==> config.mk <==
export PLATFORM = sky130hd
export DESIGN_NAME = bus_arbiter_n
export DESIGN_NICKNAME = d
export VERILOG_FILES = /design/src/rtl/bus_arbiter_n.sv
export SDC_FILE = /design/constraint.sdc
export NUM_CORES = 1
export LEC_CHECK = 0
export BUFFER_PORTS_ARGS = -buffer_cell sky130_fd_sc_hd__buf_4
export CAP_MARGIN = 20
export CORE_AREA = 2 2 143 145
export DETAILED_ROUTE_END_ITERATION = 7
export DIE_AREA = 0 0 145 147
export HOLD_SLACK_MARGIN = 0.06
export PLACE_DENSITY = 0.59
export SETUP_SLACK_MARGIN = 0.05
export SYNTH_ARGS = -nofsm -noshare
export SYNTH_HDL_FRONTEND = slang
export SYNTH_SLANG_ARGS = --single-unit
==> constraint.sdc <==
create_clock -name clk -period 3.3 [get_ports clk]
set_input_delay 0.33 -clock clk [delete_from_list [all_inputs] [get_ports clk]]
set_output_delay 0.33 -clock clk [all_outputs]
set_load 0.02 [all_outputs]
==> src/rtl/bus_arbiter_n.sv <==
// bus_arbiter_n
//   N-master arbiter in front of a single sdram_controller. One DRAM
//   transaction is in flight at a time. The owner's address, write data and
//   direction are captured at grant time. Every output is driven straight
//   from a register, so no input reaches an output combinationally.
//
// Ports
//   clk, rst_n            system clock, asynchronous active-low reset
//   addr, data_in         flattened per-master address / write data
//                         (master i at [i*W +: W])
//   req_read, req_write   per-master level requests (write wins if both)
//   data_out              last completed read word, shared by all masters
//   data_valid            one-cycle read-complete pulse, one bit per master
//   write_complete        one-cycle write-complete pulse, one bit per master
//   grant                 one-hot owner of the current transaction, 0 idle
//   dram_*                controller-side request / completion handshake
module bus_arbiter_n #(
    parameter int NUM_MASTERS = 4,
    parameter int ADDR_WIDTH  = 24,
    parameter int DATA_WIDTH  = 32,
    parameter int RR_MODE     = 1
) (
    input  logic                              clk,
    input  logic                              rst_n,
    input  logic [NUM_MASTERS*ADDR_WIDTH-1:0] addr,
    input  logic [NUM_MASTERS*DATA_WIDTH-1:0] data_in,
    input  logic [NUM_MASTERS-1:0]            req_read,
    input  logic [NUM_MASTERS-1:0]            req_write,
    output logic [DATA_WIDTH-1:0]             data_out,
    output logic [NUM_MASTERS-1:0]            data_valid,
    output logic [NUM_MASTERS-1:0]            write_complete,
    output logic [NUM_MASTERS-1:0]            grant,
    output logic [ADDR_WIDTH-1:0]             dram_addr,
    output logic [DATA_WIDTH-1:0]             dram_data_in,
    output logic                              dram_req_read,
    output logic                              dram_req_write,
    input  logic [DATA_WIDTH-1:0]             dram_data_out,
    input  logic                              dram_data_out_valid,
    input  logic                              dram_write_complete
);

    localparam int IDX_W = (NUM_MASTERS > 1) ? $clog2(NUM_MASTERS) : 1;

    typedef enum logic [1:0] {IDLE, BUSY, HOLD} state_t;

    state_t                  state_q, state_d;
    logic [IDX_W-1:0]        rr_last_q, rr_last_d;
    logic [NUM_MASTERS-1:0]  grant_q, grant_d;
    logic [NUM_MASTERS-1:0]  data_valid_q, data_valid_d;
    logic [NUM_MASTERS-1:0]  write_complete_q, write_complete_d;
    logic [DATA_WIDTH-1:0]   data_out_q, data_out_d;
    logic [ADDR_WIDTH-1:0]   dram_addr_q, dram_addr_d;
    logic [DATA_WIDTH-1:0]   dram_data_in_q, dram_data_in_d;
    logic                    rd_q, rd_d;
    logic                    wr_q, wr_d;

    // Unflatten the master buses into packed per-master arrays.
    logic [NUM_MASTERS-1:0][ADDR_WIDTH-1:0] m_addr;
    logic [NUM_MASTERS-1:0][DATA_WIDTH-1:0] m_data;
    logic [NUM_MASTERS-1:0]                 req_any;

    for (genvar g = 0; g < NUM_MASTERS; g++) begin : g_slice
        assign m_addr[g] = addr[g*ADDR_WIDTH +: ADDR_WIDTH];
        assign m_data[g] = data_in[g*DATA_WIDTH +: DATA_WIDTH];
    end

    assign req_any = req_read | req_write;

    // Winner selection. Round-robin scans upward from the master after the
    // last owner, wrapping around. Fixed priority scans upward from master 0.
    logic [IDX_W-1:0] sel, cand;
    logic             found;
    int               idx;

    always_comb begin
        sel   = '0;
        cand  = '0;
        found = 1'b0;
        idx   = 0;
        for (int k = 0; k < NUM_MASTERS; k++) begin
            if (RR_MODE != 0) idx = (int'(rr_last_q) + 1 + k) % NUM_MASTERS;
            else              idx = k;
            cand = IDX_W'(idx);
            if (!found && req_any[cand]) begin
                found = 1'b1;
                sel   = cand;
            end
        end
    end

    always_comb begin
        state_d          = state_q;
        rr_last_d        = rr_last_q;
        grant_d          = grant_q;
        data_out_d       = data_out_q;
        dram_addr_d      = dram_addr_q;
        dram_data_in_d   = dram_data_in_q;
        rd_d             = rd_q;
        wr_d             = wr_q;
        // Completion pulses live for the single HOLD cycle only.
        data_valid_d     = '0;
        write_complete_d = '0;

        case (state_q)
            IDLE: begin
                if (found) begin
                    grant_d        = {{(NUM_MASTERS-1){1'b0}}, 1'b1} << sel;
                    dram_addr_d    = m_addr[sel];
                    dram_data_in_d = m_data[sel];
                    wr_d           = req_write[sel];
                    rd_d           = !req_write[sel];
                    rr_last_d      = sel;
                    state_d        = BUSY;
                end
            end
            BUSY: begin
                // A completion for the other direction is not ours to act on.
                if ((wr_q && dram_write_complete) || (rd_q && dram_data_out_valid)) begin
                    rd_d = 1'b0;
                    wr_d = 1'b0;
                    if (rd_q) begin
                        data_out_d   = dram_data_out;
                        data_valid_d = grant_q;
                    end else begin
                        write_complete_d = grant_q;
                    end
                    state_d = HOLD;
                end
            end
            HOLD: begin
                grant_d = '0;
                state_d = IDLE;
            end
            default: begin
                grant_d = '0;
                rd_d    = 1'b0;
                wr_d    = 1'b0;
                state_d = IDLE;
            end
        endcase
    end

    always_ff @(posedge clk or negedge rst_n) begin
        if (!rst_n) begin
            state_q          <= IDLE;
            rr_last_q        <= IDX_W'(NUM_MASTERS - 1);
            grant_q          <= '0;
            data_valid_q     <= '0;
            write_complete_q <= '0;
            data_out_q       <= '0;
            dram_addr_q      <= '0;
            dram_data_in_q   <= '0;
            rd_q             <= 1'b0;
            wr_q             <= 1'b0;
        end else begin
            state_q          <= state_d;
            rr_last_q        <= rr_last_d;
            grant_q          <= grant_d;
            data_valid_q     <= data_valid_d;
            write_complete_q <= write_complete_d;
            data_out_q       <= data_out_d;
            dram_addr_q      <= dram_addr_d;
            dram_data_in_q   <= dram_data_in_d;
            rd_q             <= rd_d;
            wr_q             <= wr_d;
        end
    end

    assign data_out       = data_out_q;
    assign data_valid     = data_valid_q;
    assign write_complete = write_complete_q;
    assign grant          = grant_q;
    assign dram_addr      = dram_addr_q;
    assign dram_data_in   = dram_data_in_q;
    assign dram_req_read  = rd_q;
    assign dram_req_write = wr_q;

endmodule

==> results.ini <==
[status]
outcome = complete, no violations

[timing]
rsz0062_at_grt = false
max_slew_margin_pct = 52.0
tightest_slew_ps = 720
period_minus_slack_ps = 2350
drv_slew = 0
finalClockSkew_ps = 13.9
setup_viol = 0
timing.final.crit_share_pct = 71.1
hold_viol_final = 0
fmax_ghz = 0.426
setup_tns_ps = 0

[detailed_routing]
vias_per_cell = 5.10
vias = 6011
finalWirelength_mm = 22.3
ant_nets = 0
avgRoutedWirePerCell_um = 18.9
drc_errors = 0
firstDrtPassIters = 4
drt_iter0_markers = 343

[place]
portBuffers = 369
dp_hpwl_mm = 16.2
gp_congestion = 0.821
dp_cells = 1161

[pwr]
ir_drop_uv = 337
finalPower_uw = 8170
leakagePower_uw = 0.00400
power_density_mw_per_mm2 = 923

[finish]
final_cells = 1178
finalNetCount = 1171
fillerInstances = 1994
regArea_mm2 = 0.00266
diodes = 0
multiInputGateArea_mm2 = 0.00261
area_growth_pct = 59.7
utilization_pct = 44.6
drive_gt1_share_pct = 49.0

[clocking]
cts_hold_buf = 1
clockBufferDepth = 2
cts_buffers = 9
postCtsSetupBuffers = 0
worstSkewPairLatency_ps = 350
cts-root-buf = clkbuf_16
clk_pin_slew_ps = 80
clkSinkCount = 106
cts_resized = 0
htree_levels = 3
cts_tree = done

[worst_setup_path]
cp-end-kind = flip-flop
path_max_fanout = 27
slowest_delay_ps = 620
critPathLaunchType = flip-flop
arrival_ps = 2620
path_cells = o21bai_1 -> a21oi_1 -> o22ai_4 -> buf_4 -> a22oi_1 -> a31oi_1
critPathKind = flip-flop to flip-flop
cp_data_required_time_ps = 3570
slowest_stage = dfstp_2

[floorplan]
ios = 370
die-area_mm2 = 0.0213
die_w_um = 145
rows = 52
fp.dieH_um = 147
initial_core_util_pct = 27.9
core_mm2 = 0.0198

[logic_synthesis]
async_flop_share_pct = 100
synth_cell_type_count = 43
muxShareOfSynthArea_pct = 6.50
synth-compound-area-share_pct = 27.3
synth_fa_ha_area_share_pct = 0
synth_nets = 828
ys_warn_count = 0
synth-simple-area-share_pct = 12.6
synthFlopType = dfrtp_1
synth_xor_area_share_pct = 0
synth_top_family_by_area = compound AO/OA/AOI/OAI gates
syn_area_per_cell_um2 = 9.90
netlist_instances = 560
ys_ff_latch = 106
syn_area_mm2 = 0.00554
synth-edff-count = 0
ys_seq_area_share_pct = 47.9

[flow_run]
cap_violations = 0

[global_routing]
track_usage_pct = 20.6
overflow = 0
grt_max_degree = 59
antenna_found_initial = 0
grt_pass1_wl_mm = 34.7
first_global_vias = 6122

[worst_hold_path]
min-delay-path-class = input pin to flip-flop

## worst paths after layout
kind,slack (ps),end,cells past startpoint,startpoint
max,950,dram_addr[9],6,rr_last_q[0]
min,210,data_out[24],2,dram_data_out[24]
max reg2reg,950,dram_addr[9],6,rr_last_q[0]
min reg2reg,510,data_out[24],1,data_out[24]
max in group asynchronous,1910,rr_last_q[0],3,rst_n
min in group asynchronous,560,dram_data_in[2],2,rst_n
## metal layers
layer | routed length (µm) | vias to the layer above | GRT usage, % | share of wire [%]
met5 | 0 | - | 0 | 0
met4 | 397 | 0 | 6.14 | 1.8
met3 | 1940 | 22 | 5.34 | 8.7
met2 | 11200 | 306 | 35.2 | 50
met1 | 8820 | 2858 | 25.6 | 40
li1 | - | 2825 | - | -
## synthesized netlist by cell type, types with 4 or more instances
cell type    n  area share (%)
inv_1        8            0.54
a22oi_1     57             7.7
buf_2       27             2.4
clkbuf_1    10            0.68
a21oi_1     11            0.99
a221oi_1    56             8.9
nand2_1     62             4.2
o21ai_0      7            0.63
mux2_2      32             6.5
buf_4       10             1.4
nor2_1      77             5.2
dfrtp_1    104              47
and2_1       4            0.45
a31oi_1     56             6.3
## critical path: cells and delay by family (launching register included)
family	cells	cell delay (ps)
buffers and inverters	1	410
AOI/OAI and AO/OA	5	1210
DFF	1	620
## flip-flops by register name, summed over array words and instances, names as in the netlist
signal / flops
write_complete: 4
rr_last_q: 2
data_out: 32
state_q: 2
dram_data_in: 32
grant: 4
data_valid: 4
dram_req_read: 1
dram_addr: 24
dram_req_write: 1
## stage by stage
stage          hold slack [ps]  area [µm²]  worst slack [ps]
2_1_floorplan             34.4        5540              1500
3_5_place_dp               428        8540               898
3_3_place_gp               423        8540               924
5_1_grt                    200        8850               755
4_1_cts                    189        8850               933
6_report                   206        8850               953
## placed cells by master, fill, tap and decap left out, types with 3 or more instances in the layout
master / instances
a31oi_1: 56
clkbuf_16: 9
buf_4: 379
and2_1: 4
inv_1: 8
nor2_1: 77
a221oi_1: 56
mux2_2: 32
a22oi_1: 57
nand2_1: 62
dfrtp_1: 104
nor2b_1: 3
o21ai_0: 7
buf_12: 3
a21oi_1: 11
## final cells by class
type,instances,area share [%]
Inverter,8,0.339
Timing Repair Buffer,383,32.9
Multi-Input combinational cell,395,29.5
Tap cell,270,3.82
Sequential cell,106,30.0
Clock buffer,9,2.55
Clock inverter,7,0.820
## where the power goes
| group | switching [µW] | internal (µW) |
|---|---|---|
| Combinational | 2690 | 2030 |
| Clock | 574 | 537 |
| Sequential | 388 | 1950 |
## cell families after synthesis
logic type	after synthesis
buf+inv	59
flops	106
simple gates	160
compound gates	203
mux	32
(Power assumes the default switching activity.)
